===== src/rtl/mux_scan_serializer.sv =====
// rtl/mux_scan_serializer.sv - 4:1 mux driver: loads a word, scans mux select, serializes sampled mux output
// Also flags a sticky error when the sampled mux output disagrees with the data bit it should select.
module mux_scan_serializer #(
   parameter int SETTLE_CYCLES = 1,
   parameter bit LSB_FIRST     = 1'b1
) (
   input  logic       clk,
   input  logic       rst_n,
   input  logic       load_valid,
   output logic       load_ready,
   input  logic [3:0] load_data,
   output logic       in0,
   output logic       in1,
   output logic       in2,
   output logic       in3,
   output logic       addr0,
   output logic       addr1,
   input  logic       mux_out,
   output logic       ser_out,
   output logic       ser_valid,
   input  logic       ser_ready,
   output logic       ser_last,
   output logic       mux_err
);

   typedef enum logic [1:0] {IDLE, SETTLE, OUT} state_e;

   localparam int            CW        = (SETTLE_CYCLES > 1) ? $clog2(SETTLE_CYCLES) : 1;
   localparam logic [1:0]    FIRST_IDX = LSB_FIRST ? 2'd0 : 2'd3;
   localparam logic [1:0]    LAST_IDX  = LSB_FIRST ? 2'd3 : 2'd0;
   localparam logic [CW-1:0] CNT_END   = CW'(SETTLE_CYCLES - 1);

   state_e          state_q, state_d;
   logic [3:0]      data_q, data_d;
   logic [1:0]      addr_q, addr_d;
   logic [CW-1:0]   cnt_q, cnt_d;
   logic            ser_out_q, ser_out_d;
   logic            ser_valid_q, ser_valid_d;
   logic            ser_last_q, ser_last_d;
   logic            mux_err_q, mux_err_d;
   logic            is_last;
   logic            exp_bit;

   assign is_last = (addr_q == LAST_IDX);
   assign exp_bit = data_q[addr_q];

   always_ff @(posedge clk or negedge rst_n) begin
      if (!rst_n) begin
         state_q     <= IDLE;
         data_q      <= 4'b0000;
         addr_q      <= 2'b00;
         cnt_q       <= '0;
         ser_out_q   <= 1'b0;
         ser_valid_q <= 1'b0;
         ser_last_q  <= 1'b0;
         mux_err_q   <= 1'b0;
      end else begin
         state_q     <= state_d;
         data_q      <= data_d;
         addr_q      <= addr_d;
         cnt_q       <= cnt_d;
         ser_out_q   <= ser_out_d;
         ser_valid_q <= ser_valid_d;
         ser_last_q  <= ser_last_d;
         mux_err_q   <= mux_err_d;
      end
   end

   always_comb begin
      state_d     = state_q;
      data_d      = data_q;
      addr_d      = addr_q;
      cnt_d       = cnt_q;
      ser_out_d   = ser_out_q;
      ser_valid_d = ser_valid_q;
      ser_last_d  = ser_last_q;
      mux_err_d   = mux_err_q;
      case (state_q)
         IDLE: begin
            if (load_valid) begin
               data_d    = load_data;
               addr_d    = FIRST_IDX;
               mux_err_d = 1'b0;
               cnt_d     = '0;
               state_d   = SETTLE;
            end
         end
         SETTLE: begin
            cnt_d = cnt_q + CW'(1);
            // Mux output is trusted only on the last settle edge for this index
            if (cnt_q == CNT_END) begin
               ser_out_d   = mux_out;
               ser_valid_d = 1'b1;
               ser_last_d  = is_last;
               mux_err_d   = mux_err_q | (mux_out != exp_bit);
               state_d     = OUT;
            end
         end
         OUT: begin
            if (ser_ready) begin
               ser_valid_d = 1'b0;
               ser_last_d  = 1'b0;
               if (is_last) begin
                  state_d = IDLE;
               end else begin
                  addr_d  = LSB_FIRST ? (addr_q + 2'd1) : (addr_q - 2'd1);
                  cnt_d   = '0;
                  state_d = SETTLE;
               end
            end
         end
         default: state_d = IDLE;
      endcase
   end

   assign load_ready = (state_q == IDLE);
   assign in0        = data_q[0];
   assign in1        = data_q[1];
   assign in2        = data_q[2];
   assign in3        = data_q[3];
   assign addr0      = addr_q[0];
   assign addr1      = addr_q[1];
   assign ser_out    = ser_out_q;
   assign ser_valid  = ser_valid_q;
   assign ser_last   = ser_last_q;
   assign mux_err    = mux_err_q;

endmodule


===== config.mk =====
export PLATFORM = sky130hd
export DESIGN_NAME = mux_scan_serializer
export DESIGN_NICKNAME = d
export VERILOG_FILES = /design/src/rtl/mux_scan_serializer.sv
export SDC_FILE = /design/constraint.sdc
export NUM_CORES = 1
export LEC_CHECK = 0
export CORE_MARGIN = 2
export CORE_UTILIZATION = 44
export DETAILED_ROUTE_END_ITERATION = 10
export PLACE_DENSITY = 0.86
export REMOVE_ABC_BUFFERS = 1
export SETUP_SLACK_MARGIN = 0.15
export SYNTH_ARGS = -nofsm -noshare
export SYNTH_HDL_FRONTEND = slang
export SYNTH_SLANG_ARGS = --single-unit

===== constraint.sdc =====
create_clock -name clk -period 1.85 [get_ports clk]
set_input_delay 0.2775 -clock clk [delete_from_list [all_inputs] [get_ports clk]]
set_output_delay 0.2775 -clock clk [all_outputs]
set_load 0.05 [all_outputs]

==> out/metrics.yaml, run 1 <==
clkTransAtPathRegs_ns: 0.08
worst_pin_slew_ns: 0.577
nets: 86
synth_flop_cell: "dfrtp_1"
dr.first_iter.drc_count: 17
fin_util_pct: 64.2
required_ns: 2.02
p_seq_share_pct: 32.3
routed_wl_um: 1330
vdd_drop_max_v: 0.00126
startpoint_type: "flip-flop"
place_area_um2: 841
cts_tree: "done"
drive_above_1_share_pct: 17.3
synth_warnings: 0
rsz0062_at_grt: "false"
fin_skew_ns: 0.00624
die_x_um: 42.3
avgSynthCellArea_um2: 11.7
synth_cells: 55
clockPowerShare_pct: 9.8
fmax_mhz: 640
worstRegToRegCells: 3
via_per_inst: 5.46
crit_fanout: 14
cp.arrival_ns: 1.73
status: "complete, no violations"
drcViolationCount: 0
area_growth_pct: 32.8
power_frac_comb_pct: 57.9
grt_usage_pct: 15.7
synth_area_um2: 644
clock_latency_ns: 0.28
wl_per_cell_um: 14.7
endpoint_kind: "flip-flop"
async_flop_share_pct: 100
relSlewSlack_pct: 61.4
p_sw_mw: 0.875
regArea_um2: 325
cts.path.max_buffers: 2
htree_levels: 1
setup_viol: 0
final_cells: 90
place_hpwl_um: 995
initial_core_util_pct: 48.3
hold_ws_ns: 0.363
synth_edf_count: 0
cts_sinks: 13
startpoint: "state_q[1]$_DFFE_PN0P_"
seq_area_frac_synth_pct: 50.5
drtPass1Iterations: 4
finish.instance_area_um2: 856
grt_pass1_wl_um: 2070
synth.distinct_cells: 26
crit_type: "reg2reg"
tns_ns: 0
maxSlewViolCount: 0
antenna_left: 0
cts-buffers-inserted: 3
multiInputGateArea_um2: 292
grt_max_degree: 15
dieArea_um2: 1790
grt_pass1_vias: 448
num_rows: 13
antenna_found_initial: 0
core_area_um2: 1330
hold_viol_final: 0
layout_min_cycle_time_ns: 1.56
leakagePower_nw: 0.389
die_height_um: 42.3
internal_power_mw: 0.918
holdCritPathClass: "in2async"
grt-ovfl-total: 0
r2r-end: "data_q[1]$_DFFE_PN0P_"
dp_cells: 86
fillers: 112
min_period_over_period_pct: 84.5
reg2reg_slack_ns: 0.29
swShare_pct: 48.8
dr_total_vias: 491
diodes: 0
p_per_area_nw_per_um2: 2090
max_cap_violations: 0
ios: 20
gpl.final_weighted_congestion: 0.759
ys_ff_latch: 13
holdBufCountCts: 0
port_buffers: 19
timing.rr.start: "state_q[1]$_DFFE_PN0P_"
crit_path_end: "data_q[1]$_DFFE_PN0P_"
cts_root_buf: "clkbuf_4"
==> power by group through the flow <==
stage	clock, mW	sequential [mW]	combinational (mW)
after global routing	0.191	0.604	1.08
final	0.176	0.579	1.04
after floorplan	0	0.906	0.413
after global placement	0	0.571	1.09
after CTS	0.180	0.574	1.04
after detailed placement	0	0.584	1.10
==> layout by cell type (no fill, tap or decap), drive strengths merged, types with 2 or more instances in the layout <==
cell,n
a21oi,3
a22o,3
buf,2
clkbuf,4
clkdlybuf4s50,8
dfrtp,13
dlygate4sd2,9
inv,2
mux2,6
nand2b,4
nor2,5
o22ai,2
==> how the worst min path moves through the flow <==
stage	endpoint	slack, ns	cells past startpoint
finish	state_q[1]$_DFFE_PN0P_	0.36	1
global route	ser_out$_DFFE_PN0P_	0.41	1
CTS	ser_valid$_DFFE_PN0P_	0.39	1
detailed placement	ser_out$_DFFE_PN0P_	0.50	1
global placement	ser_out$_DFFE_PN0P_	0.50	1
floorplan	addr_q[0]$_DFFE_PN0P_	-0.02	0
==> final cells by class <==
class                      instances  share of cell area (%)
tap                               15                    2.19
clock buffer                       4                    3.07
timing repair buffer              19                    21.8
sequential                        13                    38.0
inverter                           2                   0.877
multi-input combinational         37                    34.1
==> cells by family after synthesis <==
family / share of synthesized area [%]
mux: 14.6
flops: 50.5
buf+inv: 4.27
fa+ha+maj: 1.94
compound gates: 14.4
xor+xnor: 1.36
simple gates: 13.0
==> metrics by stage <==
step	total power, mW	setup slack, ns
floorplan	1.32	-0.115
global route	1.88	0.162
finish	1.79	0.288
CTS	1.80	0.298
global placement	1.66	0.315
detailed placement	1.69	0.293
==> Yosys cell counts (2+ instances only) <==
master	number	area (um2)
dfrtp_1	13	325
mux2_2	5	56.3
nor2_1	5	18.8
nand2b_1	4	25.0
a21oi_1	3	15.0
a22o_1	3	26.3
inv_1	2	7.51
o22ai_1	2	12.5
==> repair_timing <==
item,CTS,global route
setup buffers,0,0
resized for setup,9,0
endpoints found under the setup margin,9,0
==> worst max-delay path, cell delays in order, from the launching register on <==
cell	delay, ns
dfrtp_1	0.52
nor2_1	0.27
and2_1	0.30
mux2_2	0.37
==> flip-flops by register name (all words and copies together) (netlist names) <==
register,cells
addr_q,2
data_q,4
mux_err,1
cnt_q,1
state_q,2
ser_last,1
ser_valid,1
ser_out,1
==> routing by layer <==
layer / wire length, um / part of all wire (%) / GRT usage, % / up-vias
li1: - / - / - / 241
met1: 630 / 48 / 19.7 / 233
met2: 630 / 48 / 26.8 / 15
met3: 43 / 3.2 / 1.29 / 2
met4: 21 / 1.6 / 7.50 / 0
met5: 0 / 0 / 0 / -
Note: power is estimated with default switching activity, not from simulation.
==> inputs of run 2 (changes only) <==
- clock period: 1.85 -> 1.45 ns (I/O delays scaled with it)
==> run 2 against run 1 <==
Against the previous run: die area unchanged; core utilization up 18 points; largest cell class is now buffers; largest power group unchanged; highest routed layer unchanged; flip-flop and latch count unchanged; clock skew up 0.00069 ns; combinational power up 93%; sequential share of layout area down 8.3 points; final area up 28%; register-to-register slack worse by 0.16 ns.
==> out/metrics.yaml, run 2 (synthesized netlist as in run 1, its figures left out) <==
drive_above_1_share_pct: 46.0
grt_max_degree: 14
grt_pass1_vias: 604
holdCritPathClass: "in2async"
dr.first_iter.drc_count: 8
reg2reg_slack_ns: 0.13
area_growth_pct: 69.9
hold_viol_final: 0
hold_ws_ns: 0.245
diodes: 0
largest_reg_flops: 4
wl_per_cell_um: 17.7
clock_latency_ns: 0.29
cts.path.max_buffers: 2
startpoint_type: "flip-flop"
max_cap_violations: 0
gpl.final_weighted_congestion: 0.774
drtPass1Iterations: 4
ios: 20
htree_levels: 1
required_ns: 1.23
leakagePower_nw: 0.488
relSlewSlack_pct: 80.3
grt_pass1_wl_um: 2880
dieArea_um2: 1790
clkTransAtPathRegs_ns: 0.09
layout_min_cycle_time_ns: 1.35
die_x_um: 42.3
nets: 98
place_hpwl_um: 1330
die_height_um: 42.3
cts_tree: "done"
antenna_left: 0
via_per_inst: 5.69
final_cells: 102
cts-buffers-inserted: 3
status: "complete, no violations"
antenna_found_initial: 0
worst_pin_slew_ns: 0.295
fin_skew_ns: 0.00693
reg_top3: "data_q (4), addr_q (2), state_q (2)"
finish.instance_area_um2: 1090
dr_total_vias: 580
fmax_mhz: 742
fillers: 77
worstRegToRegCells: 4
setup_viol: 0
layout.cells.most_common: "dfrtp_1"
maxSlewViolCount: 0
grt_usage_pct: 22.3
place_area_um2: 1010
dp_cells: 95
cts_sinks: 13
holdBufCountCts: 0
r2r-end: "addr_q[0]$_DFFE_PN0P_"
rsz0062_at_grt: "true"
tns_ns: 0
cts_root_buf: "clkbuf_4"
drcViolationCount: 0
core_area_um2: 1330
num_rows: 13
grt-ovfl-total: 0
cp.arrival_ns: 1.13
initial_core_util_pct: 48.3
final_cell_mix: "dfrtp_1, buf_12, buf_4"
vdd_drop_max_v: 0.00179
port_buffers: 19
startpoint: "state_q[0]$_DFFE_PN0P_"
timing.rr.start: "addr_q[0]$_DFFE_PN0P_"
crit_fanout: 4
p_per_area_nw_per_um2: 2730
top_register: "data_q"
endpoint_kind: "output port"
crit_type: "reg2out"
routed_wl_um: 1810
min_period_over_period_pct: 93.0
-- run 2: critical path, cell delays in order, from the launching register on --
cell and delay (ns):
dfrtp_1 0.43, nor2_2 0.16, buf_4 0.14, buf_12 0.12
-- run 2: repair_timing --
item,CTS,global route
gates resized for setup,6,2
setup buffers,1,2
endpoints found under the setup margin,8,7
pin swaps,3,1
-- run 2: area by class of cell --
cell class,instances,area [um2],share of cell area (%)
multi-input combinational,37,323,29.5
inverter,2,7.51,0.686
clock buffer,4,26.3,2.40
tap,15,18.8,1.71
timing repair buffer,31,394,36.0
sequential,13,325,29.7
-- run 2: report_power, final --
group	switching, mW	internal, mW
sequential	0.208	0.537
clock	0.129	0.107
combinational	0.962	1.05
total	1.30	1.69
-- run 2: how the worst max path moves through the flow --
| stage | end | slack, ns | depth (start not counted) |
|---|---|---|---|
| 6_report | load_ready | 0.10 | 3 |
| 5_1_grt | load_ready | 0.08 | 3 |
| 4_1_cts | addr_q[0]$_DFFE_PN0P_ | 0.12 | 5 |
| 3_5_place_dp | addr_q[1]$_DFFE_PN0P_ | -0.04 | 4 |
| 3_3_place_gp | addr_q[0]$_DFFE_PN0P_ | 0.03 | 4 |
| 2_1_floorplan | data_q[0]$_DFFE_PN0P_ | -0.51 | 3 |
-- run 2: per-layer routing --
metal  part of all wire, %  vias to the layer above  GRT usage, %
met2                    54                       26          41.5
met3                   3.2                        9          2.59
li1                      -                      260             -
met5                     0                        -             0
met4                   3.8                        0          11.9
met1                    39                      285          24.1
-- run 2: per-stage QoR --
stage,setup slack [ns],utilization (%),power (mW)
floorplan,-0.515,-,1.68
global placement,0.0287,75.8,2.59
detailed placement,-0.0448,75.8,2.66
CTS,0.117,80.2,2.95
global route,0.0755,82.1,3.11
finish,0.102,82.1,2.99
==> inputs of run 3 (changes only) <==
- HOLD_SLACK_MARGIN: unset -> 0.1
- SETUP_SLACK_MARGIN: 0.15 -> unset
==> run 3 against run 2 <==
Against the previous run: register-to-register slack worse by 0.05 ns; critical path depth up 1; clock skew about the same; non-clock buffer count down 2; clock-buffer cell count unchanged; final area down 3.1%; via count down 1.4%; core utilization down 2.5 points; global-route usage down 0.45 points; combinational power down 3%; critical path type is now reg2reg; highest routed layer unchanged.
==> out/metrics.yaml, run 3 (synthesized netlist as in run 1, its figures left out) <==
grt_max_degree: 14
routed_wl_um: 1680
cts-buffers-inserted: 3
top_register: "data_q"
power_frac_comb_pct: 66.4
largest_reg_flops: 4
fin_util_pct: 79.5
via_per_inst: 5.72
status: "complete, no violations"
area_growth_pct: 64.7
setup_viol: 0
setup_slack_ns: 0.0815
place_hpwl_um: 1330
grt_pass1_wl_um: 2830
dieArea_um2: 1790
min_period_over_period_pct: 94.4
clkTransAtPathRegs_ns: 0.08
rsz0062_at_grt: "false"
multiInputGateArea_um2: 308
relSlewSlack_pct: 81.6
fillers: 80
final_cell_mix: "dfrtp_1, buf_12, buf_4"
crit_fanout: 3
internal_power_mw: 1.65
cts_root_buf: "clkbuf_4"
initial_core_util_pct: 48.3
clockPowerShare_pct: 7.9
grt-ovfl-total: 0
worst_pin_slew_ns: 0.275
num_rows: 13
cp.arrival_ns: 1.54
nets: 96
maxSlewViolCount: 0
hold_ws_ns: 0.248
required_ns: 1.62
antenna_found_initial: 0
drtPass1Iterations: 4
hold_viol_final: 0
timing.rr.start: "addr_q[0]$_DFFE_PN0P_"
swShare_pct: 43.3
layout_min_cycle_time_ns: 1.37
htree_levels: 1
drive_above_1_share_pct: 42.4
drcViolationCount: 0
regArea_um2: 325
vdd_drop_max_v: 0.00179
max_cap_violations: 0
antenna_left: 0
gpl.final_weighted_congestion: 0.774
reg2reg_slack_ns: 0.08
crit_type: "reg2reg"
diodes: 0
ios: 20
startpoint: "addr_q[0]$_DFFE_PN0P_"
p_seq_share_pct: 25.7
cts.path.max_buffers: 2
holdCritPathClass: "in2async"
grt_usage_pct: 21.9
dr.first_iter.drc_count: 11
leakagePower_nw: 0.478
worstRegToRegCells: 4
place_ws_ns: -0.0448
dr_total_vias: 572
cts_sinks: 13
endpoint_kind: "flip-flop"
layout.cells.most_common: "dfrtp_1"
fin_skew_ns: 0.00712
clock_latency_ns: 0.28
p_sw_mw: 1.26
cts_tree: "done"
startpoint_type: "flip-flop"
holdBufCountCts: 0
fmax_mhz: 731
die_x_um: 42.3
wl_per_cell_um: 16.8
port_buffers: 19
grt_pass1_vias: 605
reg_top3: "data_q (4), addr_q (2), state_q (2)"
core_area_um2: 1330
p_per_area_nw_per_um2: 2750
r2r-end: "addr_q[1]$_DFFE_PN0P_"
die_height_um: 42.3
-- run 3: worst max-delay path by stage --
stage / end / slack [ns]
floorplan: data_q[0]$_DFFE_PN0P_ / -0.51
global placement: addr_q[0]$_DFFE_PN0P_ / 0.03
detailed placement: addr_q[1]$_DFFE_PN0P_ / -0.04
CTS: addr_q[0]$_DFFE_PN0P_ / 0.007
global route: addr_q[0]$_DFFE_PN0P_ / 0.007
finish: addr_q[1]$_DFFE_PN0P_ / 0.08
-- run 3: power groups by stage --
stage / clock network [mW] / registers (mW) / logic, mW
floorplan: 0 / 1.16 / 0.528
global placement: 0 / 0.734 / 1.85
detailed placement: 0 / 0.754 / 1.91
CTS: 0.240 / 0.745 / 1.91
global route: 0.256 / 0.765 / 2.02
finish: 0.231 / 0.748 / 1.94
-- run 3: worst max-delay path, cell delays in order (launching register included) --
cell and delay (ns):
dfrtp_1 0.41, ha_1 0.23, nand2b_4 0.15, a22o_1 0.23, a22o_1 0.23
-- run 3: area by class of cell --
type | count | share of cell area, %
clock buffer | 4 | 2.48
inverter | 2 | 0.708
multi-input combinational | 37 | 29.0
sequential | 13 | 30.7
tap | 15 | 1.77
timing repair buffer | 29 | 35.4
-- run 3: timing repair --
action | CTS | global route
resized for setup | 0 | 4
endpoints found under the setup margin | 0 | 7
setup buffers | 0 | 1
-- run 3: through the flow --
| stage | setup TNS, ns | total power, mW | cell area (um2) | std cells |
|---|---|---|---|---|
| after floorplan | -2.80 | 1.68 | 624 | 52 |
| after global placement | 0 | 2.59 | 1010 | 95 |
| after detailed placement | -0.133 | 2.66 | 1010 | 95 |
| after CTS | 0 | 2.90 | 1040 | 99 |
| after global routing | 0 | 3.04 | 1060 | 100 |
| final | 0 | 2.92 | 1060 | 100 |
-- run 3: per-layer routing --
layer,GRT usage (%),vias up,part of all wire (%)
met5,0,-,0
li1,-,260,-
met3,2.59,4,3.6
met1,23.6,289,39
met4,11.9,0,1.3
met2,40.6,19,57
==> variant: new RTL, flow settings as in run 2 <==
Set the parameter `LSB_FIRST` to 1'b0 (it was 1'b1).
--- a/src/rtl/mux_scan_serializer.sv
+++ b/src/rtl/mux_scan_serializer.sv
@@ -3,5 +3,5 @@
 module mux_scan_serializer #(
    parameter int SETTLE_CYCLES = 1,
-   parameter bit LSB_FIRST     = 1'b1
+   parameter bit LSB_FIRST     = 1'b0
 ) (
    input  logic       clk,
Behaviour: not the same (a bounded check fails within 4 cycles, from zero or initial values and one cycle with rst_n low).
==> variant against run 2 <==
- the run now ends with negative setup slack left
- area after synthesis is 4.9% lower
- core utilization rose by 0.23 points
- worst setup slack worse by 0.12 ns
- final area is 2.2% lower
- power increased by 4.7%
- cell count shrank 2.0%
- combinational power is 6% higher
- sequential cell count unchanged
- routed wire length fell by 11%
- largest cell class unchanged
- highest routed layer unchanged
==> variant: results (changes against run 2) <==
- Critical Path Max Stage Delay: 0.38 ns (was 0.43 ns)
- Vias: 525 (was 580)
- Vias in the first global route: 477 (was 604)
- Leakage: 0.500 nW (was 0.488 nW)
- Number of routed nets with antenna violations: 0 (unchanged)
- Hold WC Path Type: input port to async pin (unchanged)
- All-Layer GR Usage: 18.6% (was 22.3%)
- Clk_lat worst skew: 0.27 ns (was 0.29 ns)
- Pint: 1.79 mW (was 1.69 mW)
- Mux cell area share after synthesis: 17.1% (was 14.6%)
- Root Buffer: clkbuf_4 (unchanged)
- Failing checks: negative setup slack
- Setup TNS: -0.0434 ns (was 0 ns)
- Slew HR: 83.8% (was 80.3%)
- Clk buf depth: 2 (unchanged)
- Inst Count DP: 90 (was 95)
- GP Congestion: 0.681 (was 0.774)
- Critical-path maximum fanout: 3 (was 4)
- Nets: 96 (was 98)
- Largest cells by area after synthesis: dfrtp_1, mux2_2, mux4_2 (was dfrtp_1, mux2_2, a22o_1)
- CP max stage cell: dfrtp_1 (unchanged)
- Post-synthesis compound-gate area fraction: 9.39% (was 14.4%)
- Fraction of layout cells with a size suffix above 1: 51.8% (was 46.0%)
- Clock power share: 7.2% (was 7.9%)
- Adder-cell area share of the yosys netlist: 2.04% (was 1.94%)
- Synth cell count leaders: dfrtp_1, mux2_2, inv_1, nor2_1, nand2_1 (was dfrtp_1, mux2_2, nor2_1)
- Outcome: finished with violations (was complete, no violations)
- IO buf count: 19 (unchanged)
- Non-Filler Instances: 100 (was 102)
- Final wirelength: 1.60 mm (was 1.81 mm)
- CP Data Arrival Time: 1.63 ns (was 1.13 ns)
- Number of endpoints failing setup at the final stage: 3 (was 0)
- Detailed placement HPWL: 964 um (was 1.33 mm)
- Synth Area in XOR/XNOR: 1.43% (was 1.36%)
- Pre-CTS setup slack: -0.0278 ns (was -0.0448 ns)
- Num CTS Buffers: 3 (unchanged)
- Distinct cells, synth: 22 (was 26)
- Fin worst setup slack: -0.0202 ns (was 0.102 ns)
- Initial DRT Pass Iterations: 4 (unchanged)
- First-pass GRT wire length: 2.04 mm (was 2.88 mm)
- Post-synth ARST share: 100% (unchanged)
- Peak VDD IR: 2130 uV (was 1790 uV)
- Mapped Cells: 52 (was 55)
- Starting DRC count in detailed routing: 3 (was 8)
- Comb pwr share: 68.2% (was 67.2%)
- Worst Skew: 0.00364 ns (was 0.00693 ns)
- Initial antenna violation count: 0 (unchanged)
- Largest net degree at the start of global routing: 14 (unchanged)
- Sequential element share of the synthesized area: 53.1% (was 50.5%)
- Syn. warnings: 0 (unchanged)
[variant: cell types whose count changed after synthesis, sizes merged, moves of 2 or more]
cell and delta:
nand2 +2, nand2b -3, a22o -3, inv +3
[variant: stage by stage]
step                instance area, um^2  util, %  power, mW
floorplan                           589        -       1.67
global placement                    961     73.8       2.59
detailed placement                  961     73.8       2.63
CTS                                1030     78.9       2.96
global route                       1070     82.3       3.26
finish                             1070     82.3       3.13
[variant: cell type report]
cell class / count / area (um^2)
timing repair buffer: 32 / 402
sequential: 13 / 327
multi-input combinational: 31 / 279
fill: 68 / 230
clock buffer: 4 / 26.3
inverter: 5 / 18.8
tap: 15 / 18.8
[variant: path summary, 6_finish.rpt]
kind	startpoint	endpoint	slack, ns	cells past startpoint
max	addr_q[0]	addr_q[1]	-0.02	5
min	rst_n	ser_valid	0.24	2
max reg2reg	addr_q[0]	addr_q[1]	-0.02	5
min reg2reg	ser_out	ser_out	0.59	1
max in group asynchronous	rst_n	state_q[1]	1.03	2
min in group clk	load_data[2]	data_q[2]	0.56	2
[variant: kinds of logic (layout without fill, tap and decap cells)]
logic type / Yosys count / count (layout)
compound gates: 9 / 9
flops: 13 / 13
mux: 8 / 8
xor+xnor: 1 / 1
buf+inv: 8 / 41
simple gates: 12 / 12
fa+ha+maj: 1 / 1
[variant: layer usage]
| layer | vias up | global-route usage (%) | share of wire, % |
|---|---|---|---|
| met3 | 8 | 3.72 | 4.4 |
| met4 | 0 | 9.68 | 3.0 |
| met2 | 23 | 27.7 | 51 |
| met1 | 250 | 25.3 | 42 |
| met5 | - | 0 | 0 |
| li1 | 244 | - | - |
[variant: timing repair]
item / 4_1_cts / 5_1_grt
gates resized for setup: 7 / 4
buffers inserted: 3 / 3
hold buffers: 0 / 0
setup endpoints to repair: 10 / 11
gates cloned: 0 / 0
pin swaps: 4 / 1
